### src/rtl/mul_div_unit_if.sv
`default_nettype none
// ============================================================================
// Module      : mul_div_unit_if
// Description : Request/response bundle between the issue logic and the
//               iterative RV32M multiply/divide unit.
//               Request  : valid_i, ready_o, op_i, operand_a_i, operand_b_i
//               Abort    : flush_i
//               Response : valid_o, ready_i, result_o
//               The unit is the slave; the issuing pipeline is the master.
// Revision    : 1.0 - initial release
// ============================================================================
interface mul_div_unit_if #(
    parameter int WIDTH = 32
);
    logic             valid_i;
    logic             ready_o;
    logic [2:0]       op_i;
    logic [WIDTH-1:0] operand_a_i;
    logic [WIDTH-1:0] operand_b_i;
    logic             flush_i;
    logic             valid_o;
    logic             ready_i;
    logic [WIDTH-1:0] result_o;

    modport master (
        output valid_i, op_i, operand_a_i, operand_b_i, flush_i, ready_i,
        input  ready_o, valid_o, result_o
    );

    modport slave (
        input  valid_i, op_i, operand_a_i, operand_b_i, flush_i, ready_i,
        output ready_o, valid_o, result_o
    );
endinterface
`default_nettype wire

### src/rtl/mul_div_unit.sv
`default_nettype none
// ============================================================================
// Module      : mul_div_unit
// Description : Iterative RV32M multiply/divide unit. Radix-2 shift-add
//               multiplier and restoring divider working on operand
//               magnitudes, one bit per cycle, followed by a single sign
//               fix-up cycle. Divide-by-zero and signed overflow bypass the
//               iteration and respond one cycle after accept.
// Ports       : clk_i  - clock, rising edge
//               rst_ni - asynchronous active-low reset
//               bus    - request/abort/response bundle (slave side)
// Revision    : 1.0 - initial release
// ============================================================================
module mul_div_unit #(
    parameter int WIDTH = 32
) (
    input  wire logic     clk_i,
    input  wire logic     rst_ni,
    mul_div_unit_if.slave bus
);
    localparam int              c_CW       = $clog2(WIDTH);
    localparam logic [c_CW-1:0] c_CNT_LAST = c_CW'(WIDTH - 1);
    localparam logic [2:0]      c_OP_MUL    = 3'd0;
    localparam logic [2:0]      c_OP_MULH   = 3'd1;
    localparam logic [2:0]      c_OP_MULHSU = 3'd2;
    localparam logic [2:0]      c_OP_DIV    = 3'd4;
    localparam logic [2:0]      c_OP_REM    = 3'd6;
    localparam logic [WIDTH-1:0] c_MIN = {1'b1, {(WIDTH-1){1'b0}}};

    typedef enum logic [1:0] {
        S_IDLE = 2'd0,
        S_CALC = 2'd1,
        S_FIX  = 2'd2,
        S_DONE = 2'd3
    } state_t;

    state_t           r_state, w_state_nxt;
    logic [2:0]       r_op;
    logic             r_neg;
    logic [c_CW-1:0]  r_cnt;
    logic [WIDTH-1:0] r_opnd;    // multiplicand (mul) or divisor (div) magnitude
    logic [WIDTH-1:0] r_hi;      // product high half / remainder
    logic [WIDTH-1:0] r_lo;      // product low half, multiplier / quotient, dividend
    logic [WIDTH-1:0] r_result;

    // ---------------- accept-time decode ----------------
    logic             w_accept, w_is_div, w_a_signed, w_b_signed;
    logic             w_a_neg, w_b_neg, w_sign, w_div_zero, w_overflow, w_special;
    logic [WIDTH-1:0] w_a_abs, w_b_abs, w_special_res;

    assign w_accept   = (r_state == S_IDLE) && bus.valid_i && !bus.flush_i;
    assign w_is_div   = bus.op_i[2];
    assign w_a_signed = (bus.op_i == c_OP_MULH) || (bus.op_i == c_OP_MULHSU) ||
                        (bus.op_i == c_OP_DIV)  || (bus.op_i == c_OP_REM);
    assign w_b_signed = (bus.op_i == c_OP_MULH) || (bus.op_i == c_OP_DIV) ||
                        (bus.op_i == c_OP_REM);
    assign w_a_neg    = w_a_signed && bus.operand_a_i[WIDTH-1];
    assign w_b_neg    = w_b_signed && bus.operand_b_i[WIDTH-1];
    // The most negative value negates to itself, which is still the correct
    // unsigned magnitude.
    assign w_a_abs    = w_a_neg ? -bus.operand_a_i : bus.operand_a_i;
    assign w_b_abs    = w_b_neg ? -bus.operand_b_i : bus.operand_b_i;
    // Remainder takes the dividend's sign; everything else the XOR.
    assign w_sign     = (bus.op_i[2] && bus.op_i[1]) ? w_a_neg : (w_a_neg ^ w_b_neg);

    assign w_div_zero = w_is_div && (bus.operand_b_i == '0);
    assign w_overflow = ((bus.op_i == c_OP_DIV) || (bus.op_i == c_OP_REM)) &&
                        (bus.operand_a_i == c_MIN) && (bus.operand_b_i == '1);
    assign w_special  = w_div_zero || w_overflow;
    // op_i[1] separates remainder from quotient within the divide group.
    assign w_special_res = w_div_zero ? (bus.op_i[1] ? bus.operand_a_i : '1)
                                      : (bus.op_i[1] ? '0 : c_MIN);

    // ---------------- per-iteration datapath ----------------
    logic [WIDTH:0] w_sum, w_rem_sh, w_diff;
    logic           w_q_bit;

    assign w_sum    = {1'b0, r_hi} + (r_lo[0] ? {1'b0, r_opnd} : '0);
    assign w_rem_sh = {r_hi, r_lo[WIDTH-1]};
    assign w_diff   = w_rem_sh - {1'b0, r_opnd};
    // Shifted remainder is below twice the divisor, so bit WIDTH of the
    // difference is set only when the subtraction borrowed.
    assign w_q_bit  = ~w_diff[WIDTH];

    // ---------------- sign fix-up ----------------
    logic [2*WIDTH-1:0] w_prod_fix;
    logic [WIDTH-1:0]   w_fix_res;

    assign w_prod_fix = r_neg ? -{r_hi, r_lo} : {r_hi, r_lo};

    always_comb begin
        w_fix_res = '0;
        if (r_op[2]) begin
            if (r_op[1]) w_fix_res = r_neg ? -r_hi : r_hi;
            else         w_fix_res = r_neg ? -r_lo : r_lo;
        end else if (r_op == c_OP_MUL) begin
            w_fix_res = w_prod_fix[WIDTH-1:0];
        end else begin
            w_fix_res = w_prod_fix[2*WIDTH-1:WIDTH];
        end
    end

    // ---------------- control FSM ----------------
    always_ff @(posedge clk_i or negedge rst_ni) begin
        if (!rst_ni) r_state <= S_IDLE;
        else         r_state <= w_state_nxt;
    end

    always_comb begin
        w_state_nxt = r_state;
        unique case (r_state)
            S_IDLE:  if (w_accept) w_state_nxt = w_special ? S_DONE : S_CALC;
            S_CALC:  if (r_cnt == c_CNT_LAST) w_state_nxt = S_FIX;
            S_FIX:   w_state_nxt = S_DONE;
            S_DONE:  if (bus.ready_i) w_state_nxt = S_IDLE;
            default: w_state_nxt = S_IDLE;
        endcase
        if (bus.flush_i) w_state_nxt = S_IDLE;
    end

    // ---------------- datapath registers ----------------
    always_ff @(posedge clk_i or negedge rst_ni) begin
        if (!rst_ni) begin
            r_op     <= '0;
            r_neg    <= 1'b0;
            r_cnt    <= '0;
            r_opnd   <= '0;
            r_hi     <= '0;
            r_lo     <= '0;
            r_result <= '0;
        end else if (w_accept) begin
            r_op   <= bus.op_i;
            r_neg  <= w_sign;
            r_cnt  <= '0;
            r_opnd <= w_is_div ? w_b_abs : w_a_abs;
            r_hi   <= '0;
            r_lo   <= w_is_div ? w_a_abs : w_b_abs;
            if (w_special) r_result <= w_special_res;
        end else if (r_state == S_CALC) begin
            r_cnt <= r_cnt + 1'b1;
            if (r_op[2]) begin
                r_hi <= w_q_bit ? w_diff[WIDTH-1:0] : w_rem_sh[WIDTH-1:0];
                r_lo <= {r_lo[WIDTH-2:0], w_q_bit};
            end else begin
                r_hi <= w_sum[WIDTH:1];
                r_lo <= {w_sum[0], r_lo[WIDTH-1:1]};
            end
        end else if ((r_state == S_FIX) && !bus.flush_i) begin
            // A flushed operation must leave the previous result untouched.
            r_result <= w_fix_res;
        end
    end

    assign bus.ready_o  = (r_state == S_IDLE);
    assign bus.valid_o  = (r_state == S_DONE);
    assign bus.result_o = r_result;
endmodule
`default_nettype wire

### src/flat_wrapper.sv
// flat-port wrapper written by rule: the top's interface ports become plain ports
module mul_div_unit_flat 
#(
    parameter int WIDTH = 32
)
  (clk_i, rst_ni, bus_valid_i, bus_op_i, bus_operand_a_i, bus_operand_b_i, bus_flush_i, bus_ready_i, bus_ready_o, bus_valid_o, bus_result_o);
  mul_div_unit_if #(.WIDTH(WIDTH)) bus_i ();
  input  wire logic clk_i;
  input  wire logic rst_ni;
  input wire logic [$bits(bus_i.valid_i)-1:0] bus_valid_i;
  input wire logic [$bits(bus_i.op_i)-1:0] bus_op_i;
  input wire logic [$bits(bus_i.operand_a_i)-1:0] bus_operand_a_i;
  input wire logic [$bits(bus_i.operand_b_i)-1:0] bus_operand_b_i;
  input wire logic [$bits(bus_i.flush_i)-1:0] bus_flush_i;
  input wire logic [$bits(bus_i.ready_i)-1:0] bus_ready_i;
  output wire logic [$bits(bus_i.ready_o)-1:0] bus_ready_o;
  output wire logic [$bits(bus_i.valid_o)-1:0] bus_valid_o;
  output wire logic [$bits(bus_i.result_o)-1:0] bus_result_o;
  assign bus_i.valid_i = bus_valid_i;
  assign bus_i.op_i = bus_op_i;
  assign bus_i.operand_a_i = bus_operand_a_i;
  assign bus_i.operand_b_i = bus_operand_b_i;
  assign bus_i.flush_i = bus_flush_i;
  assign bus_i.ready_i = bus_ready_i;
  assign bus_ready_o = bus_i.ready_o;
  assign bus_valid_o = bus_i.valid_o;
  assign bus_result_o = bus_i.result_o;
  mul_div_unit #(.WIDTH(WIDTH)) u_core (.clk_i(clk_i), .rst_ni(rst_ni), .bus(bus_i));
endmodule
### config.mk
export PLATFORM = sky130hd
export DESIGN_NAME = mul_div_unit_flat
export DESIGN_NICKNAME = d
export VERILOG_FILES = /design/src/rtl/mul_div_unit_if.sv /design/src/rtl/mul_div_unit.sv /design/src/flat_wrapper.sv
export SDC_FILE = /design/constraint.sdc
export NUM_CORES = 1
export LEC_CHECK = 0
export ABC_CLOCK_PERIOD_IN_PS = 4500
export BUFFER_PORTS_ARGS = -buffer_cell sky130_fd_sc_hd__buf_2
export CAP_MARGIN = 5
export CORE_MARGIN = 3
export CORE_UTILIZATION = 55
export DETAILED_ROUTE_END_ITERATION = 10
export PLACE_DENSITY = 0.84
export SYNTH_ARGS = -nofsm -noshare
export SYNTH_HDL_FRONTEND = slang
export SYNTH_SLANG_ARGS = --single-unit
### constraint.sdc
create_clock -name clk_i -period 4.5 [get_ports clk_i]
set_input_delay 1.125 -clock clk_i [delete_from_list [all_inputs] [get_ports clk_i]]
set_output_delay 1.125 -clock clk_i [all_outputs]
set_load 0.005 [all_outputs]
==> impl_metrics.py, run 1 <==
metrics = {
    "worst_setup_path": {
        "cp.arrival_ns": 4.71,
        "slowest_delay_ns": 0.68,
        "crit_fanout": 8,
        "r2r-end": "u_core.r_hi[26]$_DFFE_PN0P_",
        "path_cells": "inv_1 -> nor2_1 -> ha_1 -> a2111o_1 -> a21oi_1 -> o21ai_0 -> a311o_1 -> a211oi_1 -> o21ai_0 -> xnor2_1 -> a311o_1 -> a21oi_1",
        "crit_buf_inv": 1,
        "required_ns": 4.88,
        "cp_top_family": "compound AO/OA/AOI/OAI gates",
        "end_kind": "flop",
        "cp.depth": 12,
        "r2r_cells": 12,
        "startpoint_type": "flop",
        "rrSetupSlack_ns": 0.16,
        "critPathLaunch": "u_core.r_lo[0]$_DFFE_PN0P_",
        "endpoint": "u_core.r_hi[26]$_DFFE_PN0P_",
        "critPathKind": "reg -> reg",
        "r2r-start": "u_core.r_lo[0]$_DFFE_PN0P_",
        "worst_path_max_delay_cell": "a211oi_1",
    },
    "power_and_ir_drop": {
        "p_sw_mw": 7.87,
        "internal-power_mw": 6.80,
        "p_seq_share_pct": 19.7,
        "powerDensity_nw_per_um2": 885,
        "combPwrFrac_pct": 69.5,
        "p_leak_nw": 7.09,
        "netSwitchingFraction_pct": 53.6,
        "power_mw": 14.7,
        "clockPowerShare_pct": 10.8,
        "vdd_ir_drop_max_v": 0.000530,
    },
    "grt": {
        "grt.total_usage_pct": 38.5,
        "grt_pass1_wl_um": 87700,
        "grt_antenna_before_repair": 3,
        "grt_overflow_total": 0,
        "grt_max_degree": 100,
        "first_global_vias": 14932,
    },
    "yosys": {
        "yosysUniqueCellTypes": 78,
        "synth.area.top_cells": "dfrtp_1 (23%), o21ai_0 (7.0%), xnor2_1 (6.7%), ha_1 (6.2%), nand2_1 (5.8%)",
        "ys.warnings.count": 0,
        "synth_edf_count": 0,
        "synth_ff_type": "dfrtp_1",
        "ys_seq_area_share_pct": 23.0,
        "synthMostInstantiatedCell": "nand2_1",
        "ys_async_sr_fraction_pct": 100,
        "syn_inst": 2047,
        "mappedNetlistNets": 2196,
        "synth_commonest_cells": "nand2_1 (234), o21ai_0 (212), nor2_1 (178)",
        "yosysTopAreaCellShare_pct": 23.0,
        "synth_seq_cells": 139,
        "yosysTopAreaCell": "dfrtp_1",
        "syn_avg_cell_area_sq_um": 7.40,
        "synth_area_sq_um": 15200,
    },
    "run_status": {
        "status": "finished, final reports clean",
    },
    "timing": {
        "final-setup-viol-count": 0,
        "fin_tns_setup_ns": 0,
        "rsz0062_at_grt": "false",
        "tightest_slew_ns": 1.04,
        "drv_slew": 0,
        "timing.slew.headroom_pct": 31.0,
        "clock_skew_ns": 0.0122,
        "hold_viol_final": 0,
        "finalCritPeriodShare_pct": 96.3,
        "fin_crit_ns": 4.34,
        "clock.fmax_ghz": 0.231,
    },
    "clock_network": {
        "clockBufferDepth": 2,
        "postCtsResizedCells": 0,
        "path_clk_slew_ns": 0.07,
        "htree_levels": 4,
        "cts_sinks": 139,
        "cts_buffers": 17,
        "clkLatencyLatePin_ns": 0.45,
        "cts_setup_buffers": 0,
        "cts_root_buf": "clkbuf_16",
        "cts_hold_buffers": 0,
        "tritoncts": "done",
    },
    "layout": {
        "fin_nets": 2216,
        "area_growth_pct": 9.42,
        "fillers": 2488,
        "post-route-util_pct": 61.4,
        "drive_gt1_share_pct": 10.7,
    },
    "flow_run": {
        "drv_cap": 0,
    },
    "floorplan": {
        "ios": 106,
        "die_x_um": 172,
        "initial_core_util_pct": 56.1,
        "placementRows": 60,
        "core_region_area_sq_um": 27000,
        "die_y_um": 172,
        "die-area_sq_um": 29600,
    },
    "worst_hold_path": {
        "hp-start": "u_core.bus.result_o[8]$_DFFE_PN0P_",
        "hold_path.class": "reg -> reg",
    },
    "drt": {
        "num_vias": 16569,
        "routed_wl_um": 58100,
        "route.detailed.wl_per_inst_um": 24.0,
        "drc_errors": 0,
        "final_antenna_net_count": 0,
        "avgViaCountPerCell": 6.84,
        "dr.pass1.iters": 7,
        "drt_iter0_markers": 2373,
    },
    "place": {
        "gp_congestion": 1.02,
        "port-buffer-count": 105,
        "dp_hpwl_um": 44100,
    },
}
-- stage by stage --
step                instances  setup slack [ns]  instance area, sq um  hold slack, ns
floorplan                2047             0.893                 15200           0.450
global placement         2389             0.285                 15900           0.448
detailed placement       2389             0.328                 15900           0.455
CTS                      2421             0.354                 16600           0.469
global route             2421            0.0377                 16600           0.504
finish                   2422             0.165                 16600           0.468
-- cells by family (layout without fill, tap and decap cells) --
kind of cell / count (synthesis) / after routing / share of synthesized area [%]
and+or+nand+nor: 630 / 630 / 19.3
AOI/OAI and AO/OA: 703 / 703 / 29.2
buffers and inverters: 222 / 255 / 5.54
xor gates and xnor gates: 208 / 208 / 12.0
DFF: 139 / 139 / 23.0
adders and majority gates: 77 / 77 / 6.46
other: 0 / 1 / 0
muxes: 68 / 68 / 4.56
-- final cells by class --
cell class	instances	area, sq um	area share [%]
flip-flops and latches	139	3480	21.0
multi-input cells	1686	10900	65.6
clock buffers	20	457	2.75
inverters	78	293	1.77
well taps	341	427	2.57
diodes	1	2.50	0.0151
clock inverters	12	185	1.12
repair buffers	145	860	5.18
-- registers in the layout, summed over array words and instances, names as in the netlist --
register             flops
u_core.bus.result_o     32
u_core.r_cnt             5
u_core.r_hi             32
u_core.r_lo             32
u_core.r_neg             1
u_core.r_op              3
u_core.r_opnd           32
u_core.r_state           2
-- power groups by stage --
stage                     Sequential [mW]  Clock [mW]  Combinational, mW
final                                2.89        1.59               10.2
after global routing                 2.93        1.64               11.1
after CTS                            2.82        1.59               9.91
after detailed placement             2.84           0               9.81
after global placement               2.81           0               9.64
after floorplan                      2.28           0               7.54
-- worst min path at each step --
| stage | endpoint | slack, ns | cells after the start |
|---|---|---|---|
| detailed placement | u_core.bus.result_o[8]$_DFFE_PN0P_ | 0.45 | 2 |
| CTS | u_core.bus.result_o[8]$_DFFE_PN0P_ | 0.47 | 2 |
| floorplan | u_core.r_opnd[10]$_DFFE_PN0P_ | 0.45 | 2 |
| finish | u_core.bus.result_o[8]$_DFFE_PN0P_ | 0.47 | 2 |
| global placement | u_core.bus.result_o[14]$_DFFE_PN0P_ | 0.45 | 2 |
| global route | u_core.bus.result_o[14]$_DFFE_PN0P_ | 0.50 | 2 |
-- per-layer routing --
layer	wire length, um	global-route usage, %	vias to the layer above
met5	25	0	-
met4	3220	18.3	4
met3	7020	10.6	209
met2	24100	56.0	1077
met1	23700	52.9	7821
li1	-	-	7458
-- tightest hold or removal path, delay by kind of cell (launching register included) --
kind / cells / cell delay [ns]
DFF: 1 / 0.34
and+or+nand+nor: 2 / 0.10
-- cells in the final DEF, fill, tap and decap left out, drive strengths merged, types with 33 or more instances in the layout --
| cell type | Yosys | routed |
|---|---|---|
| buf | 15 | 145 |
| a21o | 38 | 38 |
| dfrtp | 139 | 139 |
| inv | 76 | 79 |
| mux2i | 60 | 60 |
| nor3 | 38 | 38 |
| a21oi | 172 | 172 |
| nor2 | 178 | 178 |
| ha | 75 | 75 |
| o211ai | 71 | 71 |
| nand3 | 33 | 33 |
| o21ai | 226 | 226 |
| xor2 | 92 | 92 |
| nand2 | 235 | 235 |
| xnor2 | 116 | 116 |
No activity file was read; power rests on OpenSTA's default activity.
==> inputs of run 2 (changes only) <==
Settings changed: ABC_CLOCK_PERIOD_IN_PS 4500 to 4200, CORE_UTILIZATION 55 to 60, CTS_BUF_LIST set to sky130_fd_sc_hd__clkbuf_8, PLACE_DENSITY 0.84 to 0.89.
Clock period 4.5 ns to 4.2 ns, I/O delays scaled along.
==> run 2 against run 1 <==
  * Flip-flop and latch count unchanged
  * First-iteration DRC count up 29%
  * Setup slack better by 0.058 ns
  * Cell count down 0.45%
  * Clock-buffer cell count down 3
  * Non-clock buffer count up 7
  * Cell area down 1.5%
  * Power up 3.2%
  * Sequential share of layout area up 0.32 points
  * Utilization up 5.0 points
  * Register-to-register slack better by 0.06 ns
  * Largest power group unchanged
==> impl_metrics.py, run 2 (synthesis gave the netlist of run 1 again) <==
metrics = {
    "timing": {
        "clock_skew_ns": 0.0251,
        "drv_slew": 0,
        "fin_crit_ns": 3.98,
        "tightest_slew_ns": 1.26,
        "clock.fmax_ghz": 0.251,
        "fin_tns_setup_ns": 0,
        "rsz0062_at_grt": "false",
        "timing.slew.headroom_pct": 15.6,
        "finalCritPeriodShare_pct": 94.7,
        "hold_viol_final": 0,
        "final-setup-viol-count": 0,
    },
    "worst_setup_path": {
        "path_cells": "inv_1 -> buf_4 -> nor2_1 -> ha_1 -> nand4_1 -> a211oi_1 -> o221ai_1 -> a211oi_1 -> a31oi_1 -> o311ai_0 -> nand3_1 -> a31oi_1",
        "critPathKind": "reg -> reg",
        "worst_path_max_delay_cell": "dfrtp_1",
        "r2r-start": "u_core.r_lo[0]$_DFFE_PN0P_",
        "cp.depth": 12,
        "crit_buf_inv": 2,
        "rrSetupSlack_ns": 0.22,
        "slowest_delay_ns": 0.50,
        "end_kind": "flop",
        "cp.arrival_ns": 4.38,
        "crit_fanout": 25,
        "r2r_cells": 12,
        "startpoint_type": "flop",
        "critPathLaunch": "u_core.r_lo[0]$_DFFE_PN0P_",
        "cp_top_family": "compound AO/OA/AOI/OAI gates",
        "required_ns": 4.61,
        "r2r-end": "u_core.r_hi[25]$_DFFE_PN0P_",
    },
    "power_and_ir_drop": {
        "powerDensity_nw_per_um2": 927,
        "p_leak_nw": 7.01,
        "power_mw": 15.1,
        "vdd_ir_drop_max_v": 0.000501,
    },
    "worst_hold_path": {
        "hold_path.class": "reg -> reg",
        "hp-start": "u_core.bus.result_o[14]$_DFFE_PN0P_",
        "whs_endpoint": "u_core.bus.result_o[14]$_DFFE_PN0P_",
        "holdPathStages": 2,
    },
    "grt": {
        "grt_antenna_before_repair": 2,
        "grt_pass1_wl_um": 83900,
        "grt.total_usage_pct": 39.8,
        "first_global_vias": 15000,
        "grt_max_degree": 93,
        "grt_overflow_total": 0,
    },
    "clock_network": {
        "path_clk_slew_ns": 0.11,
        "cts_setup_buffers": 0,
        "clockBufferDepth": 2,
        "cts_root_buf": "clkbuf_8",
        "cts_hold_buffers": 0,
        "cts_sinks": 139,
        "clkLatencyLatePin_ns": 0.49,
        "tritoncts": "done",
        "cts_buffers": 17,
        "htree_levels": 4,
        "postCtsResizedCells": 0,
    },
    "floorplan": {
        "initial_core_util_pct": 61.6,
        "core_region_area_sq_um": 24600,
        "placementRows": 57,
        "die_y_um": 165,
        "die-area_sq_um": 27200,
        "ios": 106,
        "die_x_um": 165,
    },
    "drt": {
        "final_antenna_net_count": 0,
        "dr.pass1.iters": 8,
        "drt_iter0_markers": 3070,
        "route.detailed.wl_per_inst_um": 23.0,
        "num_vias": 16846,
        "avgViaCountPerCell": 6.99,
        "drc_errors": 0,
        "routed_wl_um": 55500,
    },
    "layout": {
        "drive_gt1_share_pct": 11.1,
        "fin_nets": 2223,
        "stdcell_count": 2411,
        "final_cell_mix": "nand2_1 (234), o21ai_0 (212), nor2_1 (177), a21oi_1 (170), dfrtp_1 (137)",
        "diodes": 0,
        "mostFrequentLayoutCell": "nand2_1",
        "fillers": 2144,
        "area_growth_pct": 7.78,
    },
    "place": {
        "gp_congestion": 1.09,
        "dp_hpwl_um": 41900,
        "placed_cells": 2379,
        "port-buffer-count": 105,
    },
    "flow_run": {
        "drv_cap": 0,
    },
    "run_status": {
        "status": "finished, final reports clean",
    },
}
==> run 2: cell count changes in the layout (fill, tap and decap cells not counted), sizes merged <==
cell | before | now
diode | 1 | 0
clkinvlp | 4 | 3
clkinv | 3 | 6
bufinv | 4 | 0
buf | 145 | 152
inv | 79 | 84
clkbuf | 20 | 17
==> run 2: how the worst max path moves through the flow <==
stage                                     endpoint  slack [ns]
6_report               u_core.r_hi[25]$_DFFE_PN0P_        0.22
5_1_grt                u_core.r_hi[25]$_DFFE_PN0P_        0.03
4_1_cts                u_core.r_hi[31]$_DFFE_PN0P_        0.36
3_5_place_dp   u_core.bus.result_o[11]$_DFFE_PN0P_        0.36
3_3_place_gp   u_core.bus.result_o[11]$_DFFE_PN0P_        0.46
2_1_floorplan  u_core.bus.result_o[20]$_DFFE_PN0P_        0.67
==> run 2: stage by stage <==
stage / hold WS, ns / setup WS, ns / area, sq um / util (%)
final: 0.489 / 0.223 / 16300 / 66.4
after global routing: 0.516 / 0.0276 / 16300 / 66.4
after CTS: 0.486 / 0.363 / 16300 / 66.4
after detailed placement: 0.464 / 0.355 / 16000 / 64.9
after global placement: 0.459 / 0.456 / 16000 / 64.9
after floorplan: 0.450 / 0.668 / 15200 / -
==> run 2: layout make-up <==
cell class / count / area [sq um] / share of cell area [%]
Multi-Input combinational cell: 1686 / 10900 / 66.6
Sequential cell: 139 / 3480 / 21.3
Timing Repair Buffer: 152 / 912 / 5.58
Tap cell: 324 / 405 / 2.48
Inverter: 78 / 293 / 1.79
Clock buffer: 17 / 234 / 1.43
Clock inverter: 15 / 130 / 0.797
==> run 2: power by group <==
part	internal [mW]	leakage [nW]	total, mW	switching (mW)
logic	4.30	5.11	11.1	6.82
clock network	0.430	0.181	1.10	0.668
registers	1.97	1.72	2.93	0.959
total	6.70	7.01	15.1	8.44
==> run 2: tightest hold or removal path: stages (launching register included) <==
cell	delay, ns
dfrtp_1	0.36
nand2_1	0.05
nand2_1	0.05
==> run 2: metal layers <==
| metal | share of wire, % | routed length (um) | GRT usage, % |
|---|---|---|---|
| met5 | 0.045 | 25 | 0 |
| met4 | 5.8 | 3220 | 19.3 |
| met3 | 14 | 8040 | 12.0 |
| met2 | 41 | 22700 | 57.3 |
| met1 | 39 | 21400 | 54.3 |
